--- src/rtl/pc_sequencer.sv ---
// pc_sequencer: next-PC controller placed in front of the PC register.
// Chooses between sequential fetch, ID redirects, exception entry and ERET.
// It holds the PC during stalls and memory wait states. A redirect seen
// while fetch is frozen is buffered until the next advance. A watchdog turns
// a hung instruction fetch into a bus-error exception.
module pc_sequencer #(
  parameter logic [31:0] RESET_PC    = 32'h0000_3000,
  parameter logic [31:0] EXC_PC      = 32'h0000_4180,
  parameter logic [7:0]  MEM_TIMEOUT = 8'd255
) (
  input  logic        Clk,
  input  logic        Reset_n,
  input  logic [31:0] Pc,
  output logic [31:0] NPC,
  input  logic        Stall,
  input  logic        ImemReady,
  input  logic        Redirect,
  input  logic [31:0] RedirTarget,
  input  logic        ExcReq,
  input  logic        Eret,
  input  logic [31:0] Epc,
  output logic        FetchValid,
  output logic        FlushIFID,
  output logic        AlignErr,
  output logic        BusErr
);

  typedef enum logic [1:0] {
    BOOT     = 2'd0,
    RUN      = 2'd1,
    WAIT_MEM = 2'd2
  } state_e;

  state_e      state_q, state_d;
  logic        pend_q, pend_d;
  logic [31:0] pbuf_q, pbuf_d;
  logic [7:0]  wcnt_q, wcnt_d;

  // Candidate redirect/return target that still has to pass the alignment check.
  logic        use_tgt;
  logic [31:0] tgt;
  logic        timeout;

  // The MEM_TIMEOUT-th consecutive not-ready cycle fires the watchdog.
  assign timeout = (wcnt_q == (MEM_TIMEOUT - 8'd1)) && !ImemReady;

  // Next-PC selection, flag generation and next-state computation.
  always_comb begin
    // NOTE: every signal gets a default here so no path leaves one unassigned,
    // which would otherwise infer a latch.
    state_d    = state_q;
    pend_d     = pend_q;
    pbuf_d     = pbuf_q;
    wcnt_d     = wcnt_q;
    NPC        = RESET_PC;
    FetchValid = 1'b0;
    FlushIFID  = 1'b0;
    AlignErr   = 1'b0;
    BusErr     = 1'b0;
    use_tgt    = 1'b0;
    tgt        = '0;

    case (state_q)
      BOOT: begin
        state_d = RUN;
      end
      default: begin
        if (ExcReq || timeout) begin
          // Exception entry wins over everything; a same-cycle redirect is dropped.
          NPC       = EXC_PC;
          FlushIFID = 1'b1;
          BusErr    = !ExcReq;
          pend_d    = 1'b0;
          wcnt_d    = '0;
          state_d   = RUN;
        end else if (Eret) begin
          use_tgt   = 1'b1;
          tgt       = Epc;
          FlushIFID = 1'b1;
          pend_d    = 1'b0;
          wcnt_d    = '0;
          state_d   = RUN;
        end else if (Stall || !ImemReady) begin
          // Frozen: hold the PC and remember only the most recent redirect.
          NPC = Pc;
          if (Redirect) begin
            pbuf_d = RedirTarget;
            pend_d = 1'b1;
          end
          if (!ImemReady) begin
            wcnt_d  = wcnt_q + 8'd1;
            state_d = WAIT_MEM;
          end else begin
            wcnt_d  = '0;
            state_d = RUN;
          end
        end else begin
          FetchValid = 1'b1;
          wcnt_d     = '0;
          pend_d     = 1'b0;
          state_d    = RUN;
          if (Redirect) begin
            use_tgt = 1'b1;
            tgt     = RedirTarget;
          end else if (pend_q) begin
            use_tgt = 1'b1;
            tgt     = pbuf_q;
          end else begin
            // Sequential path wraps modulo 2^32 and is never alignment-checked.
            NPC = Pc + 32'd4;
          end
        end

        if (use_tgt) begin
          if (tgt[1:0] != 2'b00) begin
            NPC        = EXC_PC;
            AlignErr   = 1'b1;
            FlushIFID  = 1'b1;
            FetchValid = 1'b0;
            pend_d     = 1'b0;
          end else begin
            NPC = tgt;
          end
        end
      end
    endcase
  end

  // State and buffered-redirect registers; reset discards any pending target.
  always_ff @(posedge Clk or negedge Reset_n) begin
    if (!Reset_n) begin
      state_q <= BOOT;
      pend_q  <= 1'b0;
      pbuf_q  <= '0;
      wcnt_q  <= '0;
    end else begin
      // NOTE: non-blocking assignments so every register samples the
      // pre-edge values computed above, independent of statement order.
      state_q <= state_d;
      pend_q  <= pend_d;
      pbuf_q  <= pbuf_d;
      wcnt_q  <= wcnt_d;
    end
  end

endmodule

--- config.mk ---
export PLATFORM = sky130hd
export DESIGN_NAME = pc_sequencer
export DESIGN_NICKNAME = d
export VERILOG_FILES = /design/src/rtl/pc_sequencer.sv
export SDC_FILE = /design/constraint.sdc
export NUM_CORES = 1
export LEC_CHECK = 0
export ABC_AREA = 1
export CAP_MARGIN = 20
export CORE_UTILIZATION = 25
export DETAILED_ROUTE_END_ITERATION = 16
export GPL_TIMING_DRIVEN = 0
export PLACE_DENSITY = 0.52
export SLEW_MARGIN = 20
export SYNTH_ARGS = -nofsm -noshare
export SYNTH_HDL_FRONTEND = slang
export SYNTH_SLANG_ARGS = --single-unit
export TNS_END_PERCENT = 10
--- constraint.sdc ---
create_clock -name Clk -period 2.2 [get_ports Clk]
set_clock_uncertainty 0.15 [all_clocks]
set_input_delay 0.55 -clock Clk [delete_from_list [all_inputs] [get_ports Clk]]
set_output_delay 0.55 -clock Clk [all_outputs]
set_load 0.005 [all_outputs]
==> impl_results.md <==
* RSZ-0062 raised after global routing: true
* Yosys reg bits at 43
* Routed wire length at 16.3 mm
* Max Clock Freq at 365 MHz
* CTS sink cnt at 43
* Row count at 46
* Synth unique cells at 43
* Reg2reg end: pbuf_q[14]$_DFFE_PN0P_
* GR Util All Layers at 0.193
* Reg area at 0.00108 sq mm
* Synthesized net count at about 720
* IO Count at 139
* Critical Path AT at 2040 ps
* VDD IR max at 0.404 mV
* Worst-Skew Late Latency at approximately 290 ps
* Final period util at 1.24
* CTS tree: done
* Crit path launch: Pc[14]
* Share of cells above drive strength 1 at 0.412
* Clock tree buffer depth at 2
* Yosys top cell by area: dfrtp_1
* Placer Congestion at 0.839
* Mapped Area at around 0.0041 sq mm
* Ys Warns at 0
* Clock transition at the registers of the reported paths at roughly 60 ps
* Fillers at about 1700
* DR vias at 4866
* Post-synth EDFFs at 0
* Reg2Reg Depth at 14
* Root buffer cell: clkbuf_16
* Vias in the first global route at between 4000 and 5000
* Final count of pins violating max slew at 0
* Top delay family on crit path: buffers and inverters
* Failing checks: negative setup slack
* Post-synth top cells: nand2_1, inv_1, nor2_1, nand3_1, dfrtp_1
* Post-synth ARST share at 1.00
* Global route overflow at 0
* HP Class: input port to asynchronous set/reset pin
* Cell Chain, Critical Path: clkdlybuf4s15_2 > nand2_2 > nor2_4 > buf_4 > buf_4 > buf_4 > buf_4 > buf_4 > nand2_1 > nand2_1 > nand3_2 > nand2_1 > inv_1 > clkdlybuf4s15_2
* CTS buffer count at 5
* Critical Path Slowest Stage Cell: clkdlybuf4s15_2
* Layout Area Growth over Synthesis at 69.0%
* IO Port Bufs at 137
* Final HPWL from detailed placement at around 13 mm
* Initial Util at 0.259
* Static Leak at 3.18 nW
* DRC violations left at 0
* Worst reg2reg setup slack at -110 ps
* DIE AREA at 0.0171 sq mm
* Pwr dens at 432 mW/mm^2
* CP dominant cell by count: buf_4
* Fin nets at 943
* Net Switching at roughly 1 mW
* Critical Path End Type: primary output
* Ranking of synthesized cells by area: dfrtp_1, nand2_1, o21ai_2, inv_1, nand3_1
* Largest net degree at the start of global routing at 29
* Slew @ Worst Pin at 439 ps
* Antenna viol nets, final at 0
* Avg WL per Cell at 15.5 um
* Critical path class: input port to primary output
* Flop pwr share at 0.333
* Max incr delay on CP at 210 ps
* Setup slack at placement at -1450 ps
* Setup violations, final at 68
* Global-route wire length before repair at 25.1 mm
* Dpl cells at 970
* Vias per inst at 4.61
* Share of total power in the clock network at 0.282
* Initial antenna violation count at 0
* Top-area cell type share of the netlist area at 0.260
* CP max FO at 4
* Gate power share at 0.385
* Slew headroom at 0.707
* CP Launch Type: input port
* Net Sw Frac at 0.327
* Pint at 2.03 mW
* Die height at about 130 um
* Tmin final at ~2700 ps
* Multi-input gate area at 0.00303 sq mm
* CP required at 1500 ps
* Chip width at 131 um
* DRT Pass-1 Iters at 5
* Status: complete, but fails checks
* CP Buf/Inv Count at 8
* Syn Inst Count at 616
* Non-filler cells, final at 1055
* Max Cap Viol at 0
* CTS Hold Bufs at 0
* Worst Setup Slack, final at -537 ps
* Cell with the most instances after synthesis: nand2_1
* H-tree Lvls at 2
* Core Box Area at 0.0160 sq mm
* Most used DFF post-synth: dfrtp_1
* Syn_area_per_cell at ~6.7 sq um
* CP Capture Point: NPC[17]
* Critical path depth at 14
* Initial DRC count at 230
* Seq/Total Area, Yosys at 0.260
* Reg-to-reg critical path startpoint: wcnt_q[1]$_DFFE_PN0P_
* Final hold vios at 0
[cell families after synthesis]
logic type / count (synthesis) / share of synthesized area
simple gates: 324 / 0.377
xor+xnor: 9 / 0.0190
buf+inv: 106 / 0.121
flops: 43 / 0.260
compound gates: 131 / 0.215
fa+ha+maj: 3 / 0.00907
[layout by cell type (no fill, tap or decap), drive strengths merged, types with 5 or more instances in the layout]
master / count
a21oi: 22
a22oi: 25
buf: 129
clkbuf: 14
clkdlybuf4s15: 16
clkdlybuf4s50: 63
dfrtp: 43
dlygate4sd2: 21
inv: 79
nand2: 173
nand3: 53
nand4: 7
nor2: 72
nor3: 11
o21ai: 75
xor2: 5
[area by class of cell]
| class | count | area share |
|---|---|---|
| Sequential cell | 43 | 0.154 |
| Multi-Input combinational cell | 467 | 0.433 |
| Clock buffer | 5 | 0.0179 |
| Clock inverter | 3 | 0.00626 |
| Inverter | 80 | 0.0454 |
| Tap cell | 216 | 0.0386 |
| Buffer | 26 | 0.0347 |
| Timing Repair Buffer | 214 | 0.269 |
| Antenna cell | 1 | 0.000358 |
[power by group through the flow]
stage	sequential, mW	clock (mW)	combinational [mW]
CTS	1.00	0.876	1.11
global route	1.02	0.909	1.27
finish	1.01	0.851	1.16
global placement	1.01	0	0.953
floorplan	0.998	0	0.510
detailed placement	1.02	0	0.966
[metal layers]
layer	global-route usage	vias up	part of all wire	wire, um
li1	-	2453	-	-
met1	0.255	2245	0.44	7130
met2	0.330	149	0.49	7960
met3	0.0171	19	0.051	830
met4	0.0663	0	0.024	399
met5	0	-	0	0
[worst min-delay path by stage]
| stage | to | slack, ps | cells past startpoint |
|---|---|---|---|
| after detailed placement | pbuf_q[6]$_DFFE_PN0P_ | 320 | 2 |
| after global routing | wcnt_q[3]$_DFFE_PN0P_ | 60 | 1 |
| final | wcnt_q[3]$_DFFE_PN0P_ | 40 | 1 |
| after floorplan | pbuf_q[0]$_DFFE_PN0P_ | 100 | 0 |
| after CTS | wcnt_q[3]$_DFFE_PN0P_ | 50 | 1 |
| after global placement | pbuf_q[1]$_DFFE_PN0P_ | 310 | 2 |
[flip-flops by register name, indices dropped and copies added (netlist names)]
register	count
pbuf_q	32
pend_q	1
state_q	2
wcnt_q	8
[timing repair]
item / CTS / global route
gates resized for setup: 350 / 28
setup buffers: 67 / 6
setup endpoints to repair: 68 / 68
pin swaps: 60 / 31
gates cloned: 2 / 1
[per-stage QoR]
stage	power [mW]	setup TNS, ps	cell area [sq um]	util	hold WS, ps
after floorplan	1.51	-73.8	4190	-	104
after CTS	2.99	-15520	6850	0.428	45.9
after global placement	1.96	-90980	5830	0.364	312
after detailed placement	1.98	-58610	5840	0.365	322
final	3.02	-17700	7000	0.437	42.8
after global routing	3.20	-23530	6990	0.437	63.1
(Power assumes the default switching activity.)
